[src/rtl/axis_packet_arbiter.sv]
// Packet-granular round-robin arbiter sharing one AXI-Stream consumer
// between NUM_INPUTS producers. A winner owns the output until its tlast
// beat is accepted; the owning index is forwarded on m_axis_tid.
module axis_packet_arbiter #(
    parameter int NUM_INPUTS = 3,
    parameter int DATA_WIDTH = 8,
    parameter int KEEP_WIDTH = DATA_WIDTH / 8,
    parameter int ID_WIDTH   = $clog2(NUM_INPUTS)
) (
    input  logic                             clk,
    input  logic                             rst,
    input  logic [NUM_INPUTS*DATA_WIDTH-1:0] s_axis_tdata,
    input  logic [NUM_INPUTS*KEEP_WIDTH-1:0] s_axis_tkeep,
    input  logic [NUM_INPUTS-1:0]            s_axis_tvalid,
    input  logic [NUM_INPUTS-1:0]            s_axis_tlast,
    output logic [NUM_INPUTS-1:0]            s_axis_tready,
    output logic [DATA_WIDTH-1:0]            m_axis_tdata,
    output logic [KEEP_WIDTH-1:0]            m_axis_tkeep,
    output logic                             m_axis_tvalid,
    input  logic                             m_axis_tready,
    output logic                             m_axis_tlast,
    output logic [ID_WIDTH-1:0]              m_axis_tid,
    input  logic [NUM_INPUTS-1:0]            enable_mask,
    output logic                             busy,
    output logic [ID_WIDTH-1:0]              grant_idx
);

    typedef enum logic {
        ST_IDLE   = 1'b0,
        ST_LOCKED = 1'b1
    } state_t;

    state_t                r_state;
    state_t                w_state_nxt;
    logic [ID_WIDTH-1:0]   r_grant;
    logic [ID_WIDTH-1:0]   w_grant_nxt;
    logic [ID_WIDTH-1:0]   r_rr_ptr;
    logic [ID_WIDTH-1:0]   w_rr_ptr_nxt;

    logic [NUM_INPUTS-1:0] w_req;
    logic [NUM_INPUTS-1:0] w_req_eop;
    logic [NUM_INPUTS-1:0] w_grant_onehot;
    logic                  w_others_req;
    logic [ID_WIDTH-1:0]   w_grant_inc;
    logic                  w_eop;
    logic [ID_WIDTH:0]     w_pick_idle;
    logic [ID_WIDTH:0]     w_pick_eop;

    // First set bit of req at or above start, wrapping to the bottom of the
    // vector. Result is {found, index}. Two linear passes avoid any modulo
    // arithmetic, so non-power-of-two input counts wrap at NUM_INPUTS-1.
    function automatic logic [ID_WIDTH:0] rr_pick(
        input logic [NUM_INPUTS-1:0] req,
        input logic [ID_WIDTH-1:0]   start
    );
        logic                found;
        logic [ID_WIDTH-1:0] idx;
        found = 1'b0;
        idx   = {ID_WIDTH{1'b0}};
        for (int i = 0; i < NUM_INPUTS; i++) begin
            if (!found && req[i] && (ID_WIDTH'(i) >= start)) begin
                found = 1'b1;
                idx   = ID_WIDTH'(i);
            end else begin
                found = found;
            end
        end
        for (int i = 0; i < NUM_INPUTS; i++) begin
            if (!found && req[i]) begin
                found = 1'b1;
                idx   = ID_WIDTH'(i);
            end else begin
                found = found;
            end
        end
        return {found, idx};
    endfunction

    assign w_req       = s_axis_tvalid & enable_mask;
    assign w_grant_inc = (r_grant == ID_WIDTH'(NUM_INPUTS - 1)) ? {ID_WIDTH{1'b0}}
                                                                : r_grant + ID_WIDTH'(1);
    assign w_eop       = (r_state == ST_LOCKED) & m_axis_tvalid & m_axis_tready & m_axis_tlast;

    // At end of packet the current owner may only win again if nobody else asks.
    always_comb begin
        w_grant_onehot = {NUM_INPUTS{1'b0}};
        for (int i = 0; i < NUM_INPUTS; i++) begin
            if (r_grant == ID_WIDTH'(i)) begin
                w_grant_onehot[i] = 1'b1;
            end else begin
                w_grant_onehot[i] = 1'b0;
            end
        end
        w_others_req = |(w_req & ~w_grant_onehot);
        if (w_others_req) begin
            w_req_eop = w_req & ~w_grant_onehot;
        end else begin
            w_req_eop = w_req;
        end
    end

    assign w_pick_idle = rr_pick(w_req, r_rr_ptr);
    assign w_pick_eop  = rr_pick(w_req_eop, w_grant_inc);

    // Next-state logic: grant from IDLE, re-arbitrate with no bubble at tlast.
    always_comb begin
        w_state_nxt  = r_state;
        w_grant_nxt  = r_grant;
        w_rr_ptr_nxt = r_rr_ptr;
        case (r_state)
            ST_IDLE: begin
                if (w_pick_idle[ID_WIDTH]) begin
                    w_state_nxt = ST_LOCKED;
                    w_grant_nxt = w_pick_idle[ID_WIDTH-1:0];
                end else begin
                    w_state_nxt = ST_IDLE;
                end
            end
            ST_LOCKED: begin
                if (w_eop) begin
                    w_rr_ptr_nxt = w_grant_inc;
                    if (w_pick_eop[ID_WIDTH]) begin
                        w_state_nxt = ST_LOCKED;
                        w_grant_nxt = w_pick_eop[ID_WIDTH-1:0];
                    end else begin
                        w_state_nxt = ST_IDLE;
                    end
                end else begin
                    w_state_nxt = ST_LOCKED;
                end
            end
            default: begin
                w_state_nxt = ST_IDLE;
            end
        endcase
    end

    // State, grant and round-robin pointer registers.
    always_ff @(posedge clk or negedge rst) begin
        if (!rst) begin
            r_state  <= ST_IDLE;
            r_grant  <= {ID_WIDTH{1'b0}};
            r_rr_ptr <= {ID_WIDTH{1'b0}};
        end else begin
            r_state  <= w_state_nxt;
            r_grant  <= w_grant_nxt;
            r_rr_ptr <= w_rr_ptr_nxt;
        end
    end

    // Datapath mux: forward the granted lane; all outputs idle outside LOCKED.
    always_comb begin
        m_axis_tdata  = {DATA_WIDTH{1'b0}};
        m_axis_tkeep  = {KEEP_WIDTH{1'b0}};
        m_axis_tvalid = 1'b0;
        m_axis_tlast  = 1'b0;
        s_axis_tready = {NUM_INPUTS{1'b0}};
        for (int i = 0; i < NUM_INPUTS; i++) begin
            if ((r_state == ST_LOCKED) && (r_grant == ID_WIDTH'(i))) begin
                m_axis_tdata     = s_axis_tdata[i*DATA_WIDTH +: DATA_WIDTH];
                m_axis_tkeep     = s_axis_tkeep[i*KEEP_WIDTH +: KEEP_WIDTH];
                m_axis_tvalid    = s_axis_tvalid[i];
                m_axis_tlast     = s_axis_tlast[i];
                s_axis_tready[i] = m_axis_tready;
            end else begin
                s_axis_tready[i] = 1'b0;
            end
        end
    end

    assign m_axis_tid = r_grant;
    assign grant_idx  = r_grant;
    assign busy       = (r_state == ST_LOCKED);

endmodule

[config.mk]
export PLATFORM = sky130hd
export DESIGN_NAME = axis_packet_arbiter
export DESIGN_NICKNAME = d
export VERILOG_FILES = /design/src/rtl/axis_packet_arbiter.sv
export SDC_FILE = /design/constraint.sdc
export NUM_CORES = 1
export LEC_CHECK = 0
export ABC_AREA = 1
export CAP_MARGIN = 10
export CORE_AREA = 5 5 53 55
export CTS_CLUSTER_DIAMETER = 200
export DETAILED_ROUTE_END_ITERATION = 10
export DIE_AREA = 0 0 58 60
export PLACE_DENSITY = 0.8
export SYNTH_ARGS = -nofsm -noshare
export SYNTH_HDL_FRONTEND = slang
export SYNTH_SLANG_ARGS = --single-unit
[constraint.sdc]
create_clock -name clk -period 1.5 [get_ports clk]
set_input_delay 0.15 -clock clk [delete_from_list [all_inputs] [get_ports clk]]
set_output_delay 0.15 -clock clk [all_outputs]
set_load 0.02 [all_outputs]
==> results.json <==
{
  "htreeDepth": 1,
  "drt-vias-per-instance": 5.250,
  "detail_route.wl_per_cell_um": 15.94,
  "crit_slowest_cell": "dfrtp_2",
  "max-vdd-ir-drop_mv": 1.285,
  "grt_use_met3_pct": 6.479,
  "clk_pin_slew_ns": 0.04,
  "worstRegToRegCells": 11,
  "reg2reg_slack_ns": -0.12,
  "wl_mm": 3.763,
  "finalWeightedCongestion": 0.8511,
  "endpoint_kind": "flop",
  "skew_ns": 0.001796,
  "synthDominantAreaCellType": "nand2_1",
  "min_path_type": "in2async",
  "cp_top_family": "simple AND/OR/NAND/NOR gates",
  "maxSlewViolCount": 0,
  "max_freq_mhz": 618.5,
  "multiInputGateArea_um2": 626.9,
  "yosysWarnings": 0,
  "synth_edf_count": 0,
  "path_class": "reg2reg",
  "grt_use_met1_pct": 21.86,
  "fp.dieH_um": 60,
  "first_pass_iters": 4,
  "synthArstFlopShare_pct": 100.0,
  "max_cap_viol_count": 0,
  "grtUsageMet2_pct": 37.42,
  "period_share_pct": 107.8,
  "io_pins": 58,
  "synthTopCellsByArea": "nand2_1 28%, nand3_1 22%, dfrtp_1 18%",
  "portBuffers": 57,
  "finalWorstSetupSlack_ns": -0.1169,
  "rsz0062_at_grt": "true",
  "final_cells": 236,
  "vias": 1239,
  "dp_hpwl_mm": 2.441,
  "drive_gt1_share_pct": 38.35,
  "tns_ns": -0.8941,
  "path_buf_inv": 2,
  "nNetsFinal": 246,
  "synth_top_area_share_pct": 27.62,
  "r2r_start": "grant_idx[1]",
  "synth_ff_type": "dfrtp_1",
  "ys_types": 18,
  "fillers": 167,
  "setup_violations": 12,
  "power.density_nw_per_um2": 1796,
  "syn_nets": 162,
  "crit_chain": "inv_4 > nand2_8 > buf_4 > nand2_1 > nand3_1 > nand2_1 > nand3_1 > nand3_1 > nand2_1 > nand2_1 > nand2_1",
  "cts_made_buffers": 3,
  "grt_max_degree": 17,
  "synth_common_cells": "51 x nand2_1, 31 x nand3_1, 8 x inv_1",
  "clkLatencyLatePin_ns": 0.24,
  "ant_nets": 0,
  "grt_pass1_wl_mm": 5.478,
  "cellLeakagePower_nw": 0.8460,
  "clk_path_buf_depth": 2,
  "path_max_fanout": 5,
  "cp_common_cell": "nand2_1",
  "synth_area_um2": 693.2,
  "slew_headroom_pct": 83.63,
  "gr-total-overflow": 0,
  "grt_pass1_vias": 1234,
  "violations": "setup timing",
  "rr_endpoint": "grant_idx[0]",
  "grtUsageTotal_pct": 20.49,
  "yosysMostFrequentCell": "nand2_1",
  "worstPathArrival_ns": 1.75,
  "tritoncts": "yes",
  "dpl.cell_count": 224,
  "ctsRootBufferMaster": "clkbuf_4",
  "die_w_um": 58,
  "ff_latch_area_um2": 127.6,
  "synthToLayoutAreaGrowth_pct": 140.3,
  "final_area_um2": 1665,
  "antenna_found_initial": 0,
  "ys_seq_elements": 5,
  "cts_sinks": 5,
  "run_status": "finished with violations",
  "drt_iter0_drc": 47,
  "finalCriticalPeriod_ns": 1.617,
  "synthCells": 123,
  "dpl_cell_area_um2": 1409,
  "tightest_slew_ns": 0.2466,
  "drc": 0,
  "required_ns": 1.63,
  "finalHoldViolations": 0,
  "initial_utilization_pct": 29.59,
  "core_um2": 2342,
  "hold_buffers": 0,
  "die_area_um2": 3480,
  "grt.busiest_layer": "met2",
  "synth.avg_cell_area_um2": 5.635,
  "max_stage_delay_ns": 0.48,
  "rows": 18,
  "antennaDiodeCount": 0,
  "ys_seq_area_share_pct": 18.05,
  "worstSetupStartpointType": "flop"
}
==> worst max path at each step <==
stage | from | endpoint | slack [ns] | depth (start not counted)
floorplan | grant_idx[0] | grant_idx[0] | 0.006 | 9
global placement | grant_idx[1] | m_axis_tvalid | -0.18 | 5
detailed placement | m_axis_tready | s_axis_tready[2] | -0.21 | 4
CTS | grant_idx[0] | grant_idx[0] | -0.05 | 11
global route | grant_idx[0] | grant_idx[0] | -0.18 | 12
finish | grant_idx[1] | grant_idx[0] | -0.12 | 11
==> registers in the layout, indices dropped and copies added (netlist names) <==
| signal | count |
|---|---|
| busy | 1 |
| grant_idx | 2 |
| r_rr_ptr | 2 |
==> power breakdown <==
part	internal, W	switching, W
registers	0.000185	0.0000593
logic	0.00124	0.00135
clock network	0.000101	0.0000568
total	0.00152	0.00147
==> cell families after synthesis <==
family,after synthesis,synth area share (%)
AND/OR/NAND/NOR,98,66.79
AO/OA/AOI/OAI,4,3.791
buffers and inverters,16,11.37
flip-flops,5,18.05
==> routing by layer <==
metal  vias to the layer above  share of wire (%)
li1                        571                  -
met1                       565                 35
met2                        85                 51
met3                        18                8.9
met4                         0                4.3
met5                         -                  0
==> final cells by class <==
type,instances,share of cell area (%)
Inverter,11,2.630
Sequential cell,5,7.663
Tap cell,30,2.254
Timing Repair Buffer,83,48.23
Multi-Input combinational cell,103,37.64
Clock buffer,4,1.578
==> metrics by stage <==
stage	hold slack [ns]	total power [W]	setup WS (ns)	utilization, %
final	0.1260	0.002992	-0.1169	71.10
after global routing	0.1567	0.003157	-0.1803	71.10
after CTS	0.1347	0.002610	-0.05367	65.33
after detailed placement	0.3907	0.002200	-0.2124	60.15
after global placement	0.3835	0.002159	-0.1849	60.15
after floorplan	-0.1456	0.001244	0.006361	-
==> layout by cell type (no fill, tap or decap) <==
cell type	Yosys	final
dfrtp_1	5	3
buf_4	3	19
o31ai_1	1	1
nand2_4	1	1
nand3_1	31	19
inv_2	3	2
buf_12	0	1
nand3_2	2	14
buf_2	0	2
inv_1	8	8
dlygate4sd2_1	0	4
dfrtp_2	0	2
nor2_8	1	1
a21oi_2	1	1
o21ai_0	2	2
clkdlybuf4s50_1	0	38
nor2_1	7	3
nand3_4	1	1
clkbuf_4	0	3
nand2_1	51	44
nand2_2	0	6
clkbuf_1	1	1
nand4_1	1	1
dlymetal6s2s_1	0	1
buf_6	1	18
nor3_1	3	2
nor2_4	0	5
inv_4	0	1
nor3_2	0	1
nand2_8	0	1
==> repair_timing <==
action | in CTS | in global routing
pin swaps | 2 | 14
endpoints found under the setup margin | 20 | 20
gates resized for setup | 95 | 32
buffers inserted | 5 | 2
gates cloned | 2 | 0
==> worst reg2reg max path, cell delays in order, from the launching register on <==
cell     delay [ns]
dfrtp_2        0.48
inv_4          0.13
nand2_8        0.08
buf_4          0.14
nand2_1        0.10
nand3_1        0.09
nand2_1        0.08
nand3_1        0.12
nand3_1        0.10
nand2_1        0.06
nand2_1        0.05
nand2_1        0.05
Note: power is estimated with default switching activity, not from simulation.
